## config.mk

```make
export PLATFORM = sky130hd
export DESIGN_NAME = fetch_sched
export DESIGN_NICKNAME = d
export VERILOG_FILES = /design/src/rtl/fetch_sched.sv
export SDC_FILE = /design/constraint.sdc
export NUM_CORES = 1
export LEC_CHECK = 0
export CAP_MARGIN = 40
export CORE_MARGIN = 4
export CORE_UTILIZATION = 45
export CTS_BUF_LIST = sky130_fd_sc_hd__clkbuf_16
export CTS_CLUSTER_DIAMETER = 60
export DETAILED_ROUTE_END_ITERATION = 6
export MAX_ROUTING_LAYER = met4
export PLACE_DENSITY = 0.87
export REMOVE_ABC_BUFFERS = 1
export SYNTH_ARGS = -nofsm -noshare
export SYNTH_HDL_FRONTEND = slang
export SYNTH_SLANG_ARGS = --single-unit
export TNS_END_PERCENT = 50
```

## constraint.sdc

```tcl
create_clock -name clk -period 2.9 [get_ports clk]
set_input_delay 0.725 -clock clk [delete_from_list [all_inputs] [get_ports clk]]
set_output_delay 0.725 -clock clk [all_outputs]
set_load 0.02 [all_outputs]
```

## src/rtl/fetch_sched.sv

```systemverilog
// Fetch-stage sequencer: boot hold-off, branch redirects, load-use stalls and
// instruction-memory wait states for the pipelined MIPS front end.
module fetch_sched #(
    parameter int BOOT_CYCLES = 4,
    parameter int CNT_W       = 16
) (
    input  logic             clk,
    input  logic             rst,
    input  logic             branch_taken,
    input  logic [31:0]      branch_target,
    input  logic             ex_memread,
    input  logic [4:0]       ex_rt,
    input  logic [4:0]       id_rs,
    input  logic [4:0]       id_rt,
    input  logic             id_uses_rt,
    input  logic             imem_ready,
    output logic             pc_en,
    output logic             PCSrc,
    output logic [31:0]      PCBranch,
    output logic             ifid_en,
    output logic             ifid_flush,
    output logic             idex_flush,
    output logic             exmem_flush,
    output logic [1:0]       state,
    output logic [CNT_W-1:0] stall_cnt
);

    typedef enum logic [1:0] {
        S_BOOT     = 2'd0,
        S_RUN      = 2'd1,
        S_WAIT_MEM = 2'd2,
        S_REDIRECT = 2'd3
    } state_t;

    localparam logic [7:0] BOOT_LAST = 8'(BOOT_CYCLES - 1);

    state_t           state_q, state_d;
    logic [7:0]       boot_cnt_q, boot_cnt_d;
    logic [31:0]      target_q, target_d;
    logic [CNT_W-1:0] stall_q, stall_d;
    logic             load_use;

    // ex_rt==0 is $zero: a load into it can never create a real dependency
    assign load_use = ex_memread && (ex_rt != 5'd0) &&
                      ((ex_rt == id_rs) || (id_uses_rt && (ex_rt == id_rt)));

    always_ff @(posedge clk or negedge rst) begin
        if (!rst) begin
            state_q    <= S_BOOT;
            boot_cnt_q <= 8'd0;
            target_q   <= 32'd0;
            stall_q    <= '0;
        end else begin
            state_q    <= state_d;
            boot_cnt_q <= boot_cnt_d;
            target_q   <= target_d;
            stall_q    <= stall_d;
        end
    end

    always_comb begin
        state_d     = state_q;
        boot_cnt_d  = boot_cnt_q;
        target_d    = target_q;
        stall_d     = stall_q;
        pc_en       = 1'b1;
        ifid_en     = 1'b1;
        PCSrc       = 1'b0;
        PCBranch    = 32'd0;
        ifid_flush  = 1'b0;
        idex_flush  = 1'b0;
        exmem_flush = 1'b0;

        case (state_q)
            S_BOOT: begin
                pc_en       = 1'b0;
                ifid_flush  = 1'b1;
                idex_flush  = 1'b1;
                exmem_flush = 1'b1;
                boot_cnt_d  = boot_cnt_q + 8'd1;
                if (boot_cnt_q == BOOT_LAST) state_d = S_RUN;
            end
            S_RUN, S_WAIT_MEM: begin
                if (branch_taken) begin
                    ifid_flush  = 1'b1;
                    idex_flush  = 1'b1;
                    exmem_flush = 1'b1;
                    if (imem_ready) begin
                        PCSrc    = 1'b1;
                        PCBranch = branch_target;
                        state_d  = S_RUN;
                    end else begin
                        pc_en    = 1'b0;
                        target_d = branch_target;
                        state_d  = S_REDIRECT;
                    end
                end else if (state_q == S_RUN && load_use) begin
                    pc_en      = 1'b0;
                    ifid_en    = 1'b0;
                    idex_flush = 1'b1;
                    if (stall_q != '1) stall_d = stall_q + 1'b1;
                end else if (!imem_ready) begin
                    pc_en      = 1'b0;
                    ifid_flush = 1'b1;
                    state_d    = S_WAIT_MEM;
                end else begin
                    state_d = S_RUN;
                end
            end
            S_REDIRECT: begin
                // a younger branch_taken is ignored: the latched redirect owns the pipe
                ifid_flush = 1'b1;
                if (imem_ready) begin
                    PCSrc    = 1'b1;
                    PCBranch = target_q;
                    state_d  = S_RUN;
                end else begin
                    pc_en = 1'b0;
                end
            end
            default: state_d = S_BOOT;
        endcase

        if (!rst) begin
            pc_en       = 1'b0;
            ifid_en     = 1'b0;
            PCSrc       = 1'b0;
            PCBranch    = 32'd0;
            ifid_flush  = 1'b1;
            idex_flush  = 1'b1;
            exmem_flush = 1'b1;
        end
    end

    assign state     = state_q;
    assign stall_cnt = stall_q;

endmodule

```

## Yosys cells after proc, flatten, opt, wreduce, memory -nomap -nowiden

Index checks and enable logic that the tools add are counted.

| word-level totals | value |
|---|---|
| bits of input ports | 53 |
| output and inout port bits | 56 |
| register bits after elaboration | 58 |

| cells by class | value |
|---|---|
| add/sub/neg operators | 2 |
| bitwise gates (word level) | 2 |
| muxes and demuxes | 36 |
| eq/ne operators | 10 |
| reduce and logical (&&, ||, !) cells | 12 |

Operators by type and width:

| cell | count |
|---|---|
| $mux 32 | 4 |
| $pmux 32 s2 | 1 |
| $mux 1 | 19 |
| $add 16x1->16 const B | 1 |
| $ne 16x16->1 const B | 1 |
| $mux 2 | 6 |
| $eq 5x5->1 | 2 |
| $add 8x1->8 const B | 1 |
| $eq 8x2->1 const B | 1 |
| $pmux 1 s2 | 4 |
| $pmux 2 s3 | 1 |
| $reduce_and 3->1 | 2 |
| $reduce_bool 5->1 | 1 |
| $eq 2x2->1 const B | 2 |
| $logic_and 1x1->1 | 4 |
| $ne 2x2->1 const B | 2 |
| $reduce_and 4->1 | 1 |
| $reduce_or 2->1 | 2 |
| $ne 3x3->1 const B | 1 |
| $pmux 1 s3 | 1 |
| $eq 2x1->1 const B | 1 |
| $logic_not 2->1 | 1 |
| $not 1->1 | 2 |
| $logic_or 1x1->1 | 1 |

## Longest topological paths before layout

| depth | value |
|---|---|
| depth after elaboration | 9 |
| depth in mapped cells | 8 |
| gate-level depth less buffers | 7 |

## Least setup slack after synthesis

No wires, ideal clock.

| path | value |
|---|---|
| path kind | in2out |
| start point | in ex_rt[1] |
| end point | out pc_en |
| required time | 2.175 ns |
| path buffers | 0 |
| cell stages on the path | 5 |
| setup slack | -0.191 ns |
| data arrival time | 2.366 ns |
| cells stage by stage | or4_1 -> o211ai_1 -> or3_2 -> a21oi_1 -> nor3b_1 |

| on the way | value |
|---|---|
| cells in the longest elaborated chain, start to end | 9 |
| elaborated cells between the ends (all ways) | 12 |

RTL lines:

| what | RTL line | RTL |
|---|---|---|
| start: declaration | 12 | `input logic [4:0] ex_rt,` |
| $eq 5x5->1 | 45 | `((ex_rt == id_rs) \|\| (id_uses_rt && (ex_rt == id_rt)));` |
| $logic_and 1x1->1 | 45 |  |
| $logic_or 1x1->1 | 45 |  |
| $logic_and 1x1->1 * | 44 | `assign load_use = ex_memread && (ex_rt != 5'd0) &&` |
| $logic_and 1x1->1 * | 97 | `end else if (state_q == S_RUN && load_use) begin` |
| $mux 1 * | 97 |  |
| $mux 1 * | 84 | `if (branch_taken) begin` |
| $pmux 1 s3 * | 74 | `case (state_q)` |
| $mux 1 * | 124 | `if (!rst) begin` |
| end: declaration | 17 | `output logic pc_en,` |

Every way passes the cells marked *; elsewhere a longest branch is shown, timed or not.

## Worst setup path in the final report

| path | value |
|---|---|
| start point | in ex_rt[3] |
| end point | out pc_en |

Same word-level chain as after synthesis.

==> results list <==
- Latest clock arrival within the worst-skew pair: 0.32 ns
- Power Density: 795 mW/mm^2
- Clock tree synthesis found a total of 58 sinks.
* Clock root buffer: sky130_fd_sc_hd__clkbuf_16
- The min-delay analysis places its worst path in the category primary input to asynchronous set/reset pin.
- The post-route netlist has 33.1% of its cells at a drive strength greater than 1.
- Fill cells: 478
* Post-Syn Area: 0.00311 sq mm
* Time the final worst path needs with I/O delays and setup: 2.99 ns
- Wire length of the first global-routing pass: 14200 um
- Reg area: 0.00145 sq mm
- Max_slew headroom: 67.4%
- Area share of the largest cell type after synthesis: 46.7%
- Drt total wl: 9010 um
- Initial Utilization: 46.0%
* Worst Hold Slack: 0.481 ns
- TritonCTS buffer count: 9
- Dominant cell type by count on the critical path: sky130_fd_sc_hd__buf_4
- Final GP Congestion: 0.842
- Post-route standard cell area excluding fillers: 0.00465 sq mm
- Worst Path Max Fanout: 3
- The synthesized design contains 0 enable-type register cells.
- Cell-by-cell trace of the critical path: buf_2 -> buf_4 -> xor2_2 -> nor3_1 -> a32oi_2 -> or3_4 -> a21oi_2 -> nor3b_2 -> buf_4
* Register bit count reported by yosys: 58
* Clock skew after layout: 0.00370 ns
- Std-Cell Core Area: 0.00676 sq mm
- The multi-input combinational cells in the finished layout cover a total of 0.00161 sq mm.
* Kind of capture point of the worst setup path: primary output
* Critical Path Source Type: primary input
- Detailed placement finished with a half-perimeter wire length of 5910 um.
- Dividing the synthesized area by the synthesized cell count gives 11.0 sq um.
* Fin worst setup slack: -0.0941 ns
- Count of routing violations after the opening detailed-route iteration: 215
- Antenna diodes: 0
* Area post-placement: 0.00442 sq mm
- Yosys warning count: 0
* Predominant post-synthesis flop cell: sky130_fd_sc_hd__dfrtp_1
- Detailed-routing iteration count for the pre-antenna-repair pass: 4
* Max-cap viol count: 0
- The endpoint identified for the worst register-to-register timing path is stall_cnt[1].
- CTS tree: done
- The via count of the first global-routing pass was 2929.
- Cts-stage hold buffer count: 0
- After synthesis, the netlist uses 40 different library cells.
* Tot Pwr: 3700 uW
- At the pin with the least slew margin, the transition time is 0.484 ns.
- The count of buffers added on input and output ports is 108.
- After detailed routing, the number of remaining DRC violations is 0.
* Global-route usage over all layers: 22.1%
* Leading post-synthesis cells by cell area: sky130_fd_sc_hd__dfrtp_1 (47%), sky130_fd_sc_hd__mux2_2 (13%), sky130_fd_sc_hd__a22oi_1 (7.7%)
* Crit path required time: 2.17 ns
- Path type of the worst setup path: primary input to primary output
- Setup repair after global routing missed its margin: true
- Largest net degree at the start of global routing: 38
* Aggregate global routing overflow: 0
* Synthesis-to-layout area growth: 49.7%
* Layout Nets: 472
* Leakage power summed over all cells: 0.00212 uW
- The share of the Yosys chip area taken by registers is 46.7%.
- The count of cells in the finished layout, fillers not included, comes to 497.
* Highest clock frequency the design can meet: 334 MHz
- The clock passes through at most 2 buffers.
* Violations in the final reports: negative setup slack
* Area enclosed by the die boundary: 0.00830 sq mm
- In this run the number of H-tree levels came out at 3.
- Number of instances in the synthesized netlist: 283
- Using the TritonRoute via totals, the vias-per-cell ratio works out to 5.59.
- The largest single stage delay on the critical path is 0.40 ns.
- Counting flops with an async set or reset pin after synthesis yields a share of 100%.
- Setup slack, reg-to-reg: 0.74 ns
- The slowest stage of the critical path belongs to the cell sky130_fd_sc_hd__or3_4.
* Setup violation total in the final timing report: 3
* Final Slew Violations: 0
* I/O pin cnt: 109
- Clock-pin slew was measured on the worst setup and hold paths at 0.05 ns.
- Worst Path Arrival: 2.27 ns
- Post-DRT Antenna Nets: 0
* Mean routed wirelength per cell: 18.1 um
* Vias after detailed routing: 2779
* Worst-case vdd ir drop: 0.414 mV
- Overall die width: 91.1 um
- Dividing the final minimum period by the clock period gives 103%.
* R2r startpoint: state[1]
* Chip Height: 91.1 um
- Post-synth top cells: sky130_fd_sc_hd__dfrtp_1 (58), sky130_fd_sc_hd__mux2_2 (35), sky130_fd_sc_hd__nor2_1 (35), sky130_fd_sc_hd__a22oi_1 (32), sky130_fd_sc_hd__xnor2_1 (20)
* Std-Cell Rows: 30
- The number of endpoints with negative hold slack in the final report was 0.
* Worst Reg2Reg Path Length in Cells: 9
- Number of placed instances with taps included: 477
* Number of antenna violations at the first check in global routing: 0
- The largest total area in the synthesized netlist belongs to sky130_fd_sc_hd__dfrtp_1.
- The run finished, with violations left.
- Adding up every negative setup slack in the final design gives -0.159 ns.
- Leading cell type by number of instances after synthesis: sky130_fd_sc_hd__dfrtp_1
[cells by family (layout without fill, tap and decap cells)]
family | after synthesis | in the layout | synth area share, %
xor+xnor | 31 | 31 | 8.74
mux | 35 | 35 | 12.7
flops | 58 | 58 | 46.7
buf+inv | 21 | 155 | 3.10
compound gates | 47 | 47 | 11.1
fa+ha+maj | 6 | 6 | 2.42
simple gates | 85 | 85 | 15.2
[report_power, final]
group	leakage, uW	internal, uW	total, uW	switching (uW)
sequential	0.000727	1090	1270	181
combinational	0.00126	727	1450	721
clock	0.000139	644	976	332
total	0.00212	2460	3700	1230
[metrics by stage]
stage                     worst slack [ns]  utilization [%]
after floorplan                     -0.196                -
after global placement              -0.813             65.4
after detailed placement            -0.894             65.4
after CTS                           -0.126             69.3
after global routing                -0.129             68.8
final                              -0.0941             68.8
[worst max-delay path: cells and delay by family]
| kind | cells | cell delay (ns) |
|---|---|---|
| AND/OR/NAND/NOR | 3 | 0.69 |
| buffers and inverters | 3 | 0.42 |
| AO/OA/AOI/OAI | 2 | 0.26 |
| XOR/XNOR | 1 | 0.17 |
[worst max-delay path by stage]
| stage | startpoint | endpoint | slack, ns | cells past startpoint |
|---|---|---|---|---|
| CTS | id_rt[3] | pc_en | -0.13 | 8 |
| global route | ex_rt[4] | pc_en | -0.13 | 8 |
| detailed placement | ex_rt[3] | pc_en | -0.89 | 8 |
| floorplan | ex_rt[1] | pc_en | -0.20 | 5 |
| global placement | ex_rt[3] | pc_en | -0.81 | 8 |
| finish | ex_rt[3] | pc_en | -0.09 | 9 |
[registers in the layout, indices dropped and copies added, names as in the netlist]
| signal | count |
|---|---|
| boot_cnt_q | 8 |
| stall_cnt | 16 |
| state | 2 |
| target_q | 32 |
[final cells by class]
| class | count | share of cell area (%) |
|---|---|---|
| inverter | 3 | 0.242 |
| multi-input combinational | 204 | 34.7 |
| timing repair buffer | 137 | 25.8 |
| sequential | 58 | 31.2 |
| clock buffer | 9 | 4.84 |
| tap | 80 | 2.15 |
| clock inverter | 6 | 1.08 |
[layer usage]
metal	GRT usage, %	vias up	wire length (um)
li1	-	1275	-
met5	-	-	0
met1	24.1	1397	3590
met3	5.80	21	405
met4	8.67	0	245
met2	38.3	86	4770
[what timing repair did]
action / in CTS / in global routing
setup endpoints to repair: 38 / 20
gates cloned: 1 / 0
pin swaps: 11 / 15
gates resized for setup: 151 / 42
buffers inserted: 4 / 1
[layout by cell type (no fill, tap or decap), types with 3 or more instances in the layout]
| cell type | Yosys | routed |
|---|---|---|
| sky130_fd_sc_hd__xor2_1 | 11 | 10 |
| sky130_fd_sc_hd__nand2_1 | 8 | 8 |
| sky130_fd_sc_hd__and3_1 | 7 | 6 |
| sky130_fd_sc_hd__inv_1 | 3 | 4 |
| sky130_fd_sc_hd__clkdlybuf4s50_1 | 0 | 53 |
| sky130_fd_sc_hd__nand4_1 | 8 | 8 |
| sky130_fd_sc_hd__buf_2 | 0 | 19 |
| sky130_fd_sc_hd__clkbuf_2 | 0 | 16 |
| sky130_fd_sc_hd__a22oi_1 | 32 | 32 |
| sky130_fd_sc_hd__buf_4 | 0 | 27 |
| sky130_fd_sc_hd__buf_12 | 0 | 3 |
| sky130_fd_sc_hd__a21oi_1 | 4 | 3 |
| sky130_fd_sc_hd__dlymetal6s2s_1 | 0 | 5 |
| sky130_fd_sc_hd__and3_2 | 3 | 3 |
| sky130_fd_sc_hd__buf_6 | 1 | 6 |
| sky130_fd_sc_hd__ha_1 | 6 | 6 |
| sky130_fd_sc_hd__dfrtp_1 | 58 | 58 |
| sky130_fd_sc_hd__dlygate4sd2_1 | 0 | 4 |
| sky130_fd_sc_hd__clkbuf_16 | 0 | 9 |
| sky130_fd_sc_hd__mux2_2 | 35 | 35 |
| sky130_fd_sc_hd__nand3_1 | 4 | 4 |
| sky130_fd_sc_hd__nor2_1 | 35 | 34 |
| sky130_fd_sc_hd__xnor2_1 | 20 | 20 |
| sky130_fd_sc_hd__clkinv_1 | 0 | 3 |
(Power assumes the default switching activity.)
==> edit 1: new RTL, same settings <==
`CNT_W`: 16 -> 20.
--- a/src/rtl/fetch_sched.sv
+++ b/src/rtl/fetch_sched.sv
@@ -2,7 +2,7 @@
 // instruction-memory wait states for the pipelined MIPS front end.
 module fetch_sched #(
     parameter int BOOT_CYCLES = 4,
-    parameter int CNT_W       = 16
+    parameter int CNT_W       = 20
 ) (
     input  logic             clk,
     input  logic             rst,
Interface: changed (resized stall_cnt); port bits go from 109 to 113. The function was not compared with the original's and may differ.
==> edit 1 against the original RTL <==
Total power is 1.6% higher. Critical endpoint is now ifid_flush. Clock skew rose by 0.0011 ns. Worst setup slack gained 0.12 ns. Area after synthesis is 8.3% higher. Register-to-register slack worse by 0.20 ns. Design area up 8.2%. Clock power rose by 2%. Routed wire length is 1.5% higher. Sequential power grew 4%. Sequential cell count up 4. Critical path depth is 3 lower. Count of clock-buffer cells in the layout did not move.
==> edit 1: results (changes against the original RTL) <==
signal arrival time at the worst endpoint=2.15 ns (-0.12 ns); vias in the first global route=3019 (+3.1%); # H-tree levels=3 (unchanged); 1st-iter DRT viols=142 (-34%); Sw Pwr=1.23 mW (-0.72%); result of the run=completed; Non-Filler Instances=548 (+10%); worst setup path startpoint=ex_rt[4]; cell types occupying the most area after synthesis=dfrtp_1 (46%), mux2_2 (11%), xnor2_1 (9.1%); distinct cell type count of the synthesized netlist=42 (+5.0%); synthesized area per cell=10.8 µm² (-1.5%); total length of routed wires=9150 µm (+1.5%); global placement routability congestion=0.893 (+6.1%); fraction of layout instances using a drive strength above 1=28.5% (-4.6 points); register-to-register setup slack=0.54 ns (-0.20 ns); root buffer cell=clkbuf_16; worst setup path end=ifid_flush; share of the yosys chip area belonging to registers=46.1% (-0.59 points); All-Layer GR Usage=20.7% (-1.4 points); global-route wire length before repair=14400 µm (+0.92%); overall via count from detail_route=2948 (+6.1%); Final HPWL DP=6680 µm (+13%); capturing point of the worst reg2reg path=stall_cnt[4]; Worst Tran Pin Value=0.500 ns (+0.0160 ns); synth cell count leaders=dfrtp_1 (62), nor2_1 (37), xnor2_1 (35); LEAKAGE=2.21 nW (+3.9%); number of fillers in the final layout=546 (+14%); maximum number of pins on one net before global-route repair=39 (+2.6%); achievable clock frequency=0.348 GHz (+4.2%); worst clock skew=0.00485 ns (+0.00115 ns); number of nets in the finished design=504 (+6.8%); DP Cell Count=530 (+11%); reg-to-reg critical path startpoint=state[0]
[edit 1: logic make-up after synthesis]
group | count (synthesis) | synth area share, %
flops | 62 | 46.1
simple gates | 103 | 16.5
mux | 34 | 11.4
fa+ha+maj | 6 | 2.23
xor+xnor | 36 | 9.37
compound gates | 47 | 11.6
buf+inv | 23 | 2.75
[edit 1: how the worst min path moves through the flow]
stage / from / slack (ns) / to / cells past startpoint
after floorplan: rst / 0.43 / boot_cnt_q[0] / 0
after global placement: boot_cnt_q[7] / 0.47 / boot_cnt_q[7] / 1
after detailed placement: boot_cnt_q[7] / 0.47 / boot_cnt_q[7] / 1
after CTS: rst / 0.35 / state[0] / 2
after global routing: rst / 0.36 / state[0] / 2
final: rst / 0.36 / state[1] / 2
[edit 1: routing by layer]
layer  up-vias  GRT usage, %  routed length (µm)
met4         0          5.65                  89
met5         -             -                   0
met1      1422          25.6                3930
li1       1396             -                   -
met2       117          34.6                4500
met3        13          4.22                 626
[edit 1: area by class of cell]
type                       instances  area share (%)
clock buffer                       9            4.48
multi-input combinational        226            34.6
inverter                           5           0.373
timing repair buffer             141            26.1
clock inverter                     6            1.09
tap                               99            2.46
sequential                        62            30.9
[edit 1: metrics by stage]
stage          area, µm²  power, mW  hold WS (ns)
2_1_floorplan       3290       2.15         0.429
3_3_place_gp        4720       2.71         0.466
3_5_place_dp        4720       2.78         0.470
4_1_cts             5050       3.77         0.349
5_1_grt             5030       3.97         0.357
6_report            5030       3.76         0.362
[edit 1: critical path: stages]
cell,delay [ns]
clkdlybuf4s15_1,0.18
or4_4,0.55
o21a_4,0.22
and2_4,0.14
o211ai_1,0.16
buf_4,0.17
[edit 1: what timing repair did]
| action | CTS | global route |
|---|---|---|
| endpoints found under the setup margin | 38 | 36 |
| hold endpoints to repair | 0 | 0 |
| pin swaps | 5 | 15 |
| gates resized for setup | 124 | 41 |
| setup buffers | 2 | 1 |
| hold buffers | 0 | 0 |
[edit 1: power groups by stage]
stage | combinational (mW) | sequential, mW | clock, mW
2_1_floorplan | 0.843 | 1.31 | 0
3_3_place_gp | 1.41 | 1.30 | 0
3_5_place_dp | 1.46 | 1.33 | 0
4_1_cts | 1.44 | 1.31 | 1.02
5_1_grt | 1.56 | 1.36 | 1.06
6_report | 1.44 | 1.32 | 0.996
==> edit 2: new RTL, config.mk and constraints unchanged <==
Without the edit above. Make the reset (`rst`) synchronous in one clocked block.
--- a/src/rtl/fetch_sched.sv
+++ b/src/rtl/fetch_sched.sv
@@ -44,7 +44,7 @@
     assign load_use = ex_memread && (ex_rt != 5'd0) &&
                       ((ex_rt == id_rs) || (id_uses_rt && (ex_rt == id_rt)));
 
-    always_ff @(posedge clk or negedge rst) begin
+    always_ff @(posedge clk) begin
         if (!rst) begin
             state_q    <= S_BOOT;
             boot_cnt_q <= 8'd0;
Behaviour: differs if rst is asserted again (counterexample within 10 cycles, from zero or initial values and one cycle with rst low); with rst held inactive, the same outputs for 10 cycles.
==> edit 2 against the original RTL <==
The run still ends with setup timing left. Core utilization rose by 1.1 points. Sequential cell count did not move. Count of clock-buffer cells in the layout did not move. Critical path depth fell by 3. Worst setup slack improved by 0.082 ns. Final cell count rose by 21%. Register-to-register slack got worse by 0.07 ns. Routed wire length rose by 2.3%. Area after synthesis fell by 2.4%. Global-route usage rose by 0.14 points. Design area fell by 2.8%. Critical path type unchanged. Largest cell class unchanged.
Power is not compared: it rests on default switching activity, and its combinational part moved more than twofold at a synthesized area within 25%.
==> edit 2: results (changes against the original RTL) <==
worst clock skew=0.00772 ns (+0.00401 ns); met3 routed WL=725 µm (+79%); Final HPWL DP=6190 µm (+4.8%); number of nets in the finished design=576 (+22%); global-route wire length before repair=14600 µm (+2.5%); final setup vio count=6 (+3); result of the run=finished with violations; gate count after technology mapping=399 (+41%); maximum fanout along the worst path=32 (+29); vias in the first global route=3080 (+5.2%); maximum number of pins on one net before global-route repair=55 (+45%); share of synthesized flip-flops with an asynchronous set or reset=0% (-100 points); signal arrival time at the worst endpoint=2.19 ns (-0.08 ns); worst min path class=reg2reg; failing checks=setup timing; cell types occupying the most area after synthesis=dfxtp_1 (38%), nand2_1 (9.8%), a22oi_1 (8.2%); most flop-heavy register=target_q; Synth top area share=38.3% (-8.4 points); cell area after placement=4320 µm² (-2.1%); Max IR drop VDD=0.351 mV; Worst Tran Pin Value=0.631 ns (+0.147 ns); Via density=5.68 (+1.6%); share of the yosys chip area belonging to registers=38.3% (-8.4 points); wire length on met2=4440 µm (-6.9%); Largest register FFs=32 (unchanged); distinct cell type count of the synthesized netlist=36 (-10%); detailed-routing wirelength on met1=3910 µm (+8.7%); fraction of layout instances using a drive strength above 1=17.4% (-16 points); 1st-iter DRT viols=246 (+14%); All-Layer GR Usage=22.2% (+0.14 points); number of search-and-repair iterations in the first detailed-routing pass=5 (+1); global placement routability congestion=0.904 (+7.4%); final setup margin=-0.0124 ns (+0.0817 ns); total length of routed wires=9220 µm (+2.3%); post-detailed-route wirelength per cell=15.4 µm (-15%); synth cell count leaders=nand2_1 (79), dfxtp_1 (58), a21oi_1 (48); main flop type after synthesis=dfxtp_1; root buffer cell=clkbuf_16
edit 2: worst max-delay path, stage by stage:
cell and delay, ns:
clkdlybuf4s50_1 0.53, and3_1 0.23, buf_12 0.19, a22oi_1 0.10
nor2_1 0.13, clkdlybuf4s15_2 0.27
edit 2: timing repair:
item                       in CTS  in global routing
pin swaps                      16                  8
gates cloned                    0                  1
setup buffers                   1                  0
setup endpoints to repair      38                 36
hold buffers                    0                  0
gates resized for setup       116                 31
edit 2: power by group:
| group | internal (mW) | total (mW) | switching, mW | leakage, nW |
|---|---|---|---|---|
| clock | 0.652 | 1.00 | 0.348 | 0.140 |
| combinational | 0.315 | 0.691 | 0.375 | 1.03 |
| sequential | 0.858 | 0.897 | 0.0384 | 0.469 |
| total | 1.83 | 2.59 | 0.761 | 1.64 |
edit 2: layout make-up:
type / instances / area (µm²)
Clock buffer: 9 / 225
Clock inverter: 7 / 60.1
Fill cell: 521 / 1940
Inverter: 4 / 15.0
Multi-Input combinational cell: 310 / 1760
Sequential cell: 58 / 1160
Tap cell: 77 / 96.3
Timing Repair Buffer: 134 / 1200
edit 2: per-layer routing:
layer | up-vias | GRT usage, %
li1 | 1639 | -
met1 | 1581 | 25.5
met2 | 167 | 37.3
met3 | 15 | 5.84
met4 | 0 | 7.91
met5 | - | -
edit 2: metrics by stage:
| step | power (mW) | TNS, ns | worst slack [ns] |
|---|---|---|---|
| 6_report | 2.59 | -0.0444 | -0.0124 |
| 5_1_grt | 2.71 | -0.596 | -0.108 |
| 4_1_cts | 2.60 | -0.000204 | -0.000204 |
| 3_5_place_dp | 1.61 | -12.71 | -0.701 |
| 3_3_place_gp | 1.59 | -12.21 | -0.669 |
| 2_1_floorplan | 1.28 | -0.0107 | -0.0107 |
edit 2: kinds of logic (layout without fill, tap and decap cells):
logic type | after synthesis | after routing | synth area share, %
AOI/OAI and AO/OA | 105 | 105 | 21.7
buffers and inverters | 31 | 154 | 4.08
DFF | 58 | 58 | 38.3
and+or+nand+nor | 178 | 178 | 27.3
adders and majority gates | 6 | 6 | 2.48
muxes | 4 | 4 | 1.32
xor gates and xnor gates | 17 | 17 | 4.91
edit 2: worst paths after layout:
check	from	end	slack [ns]	cells past startpoint
min	target_q[14]	target_q[14]	0.45	2
max reg2reg	state[1]	stall_cnt[3]	0.67	9
max	imem_ready	PCBranch[6]	-0.01	6
min reg2reg	target_q[14]	target_q[14]	0.45	2
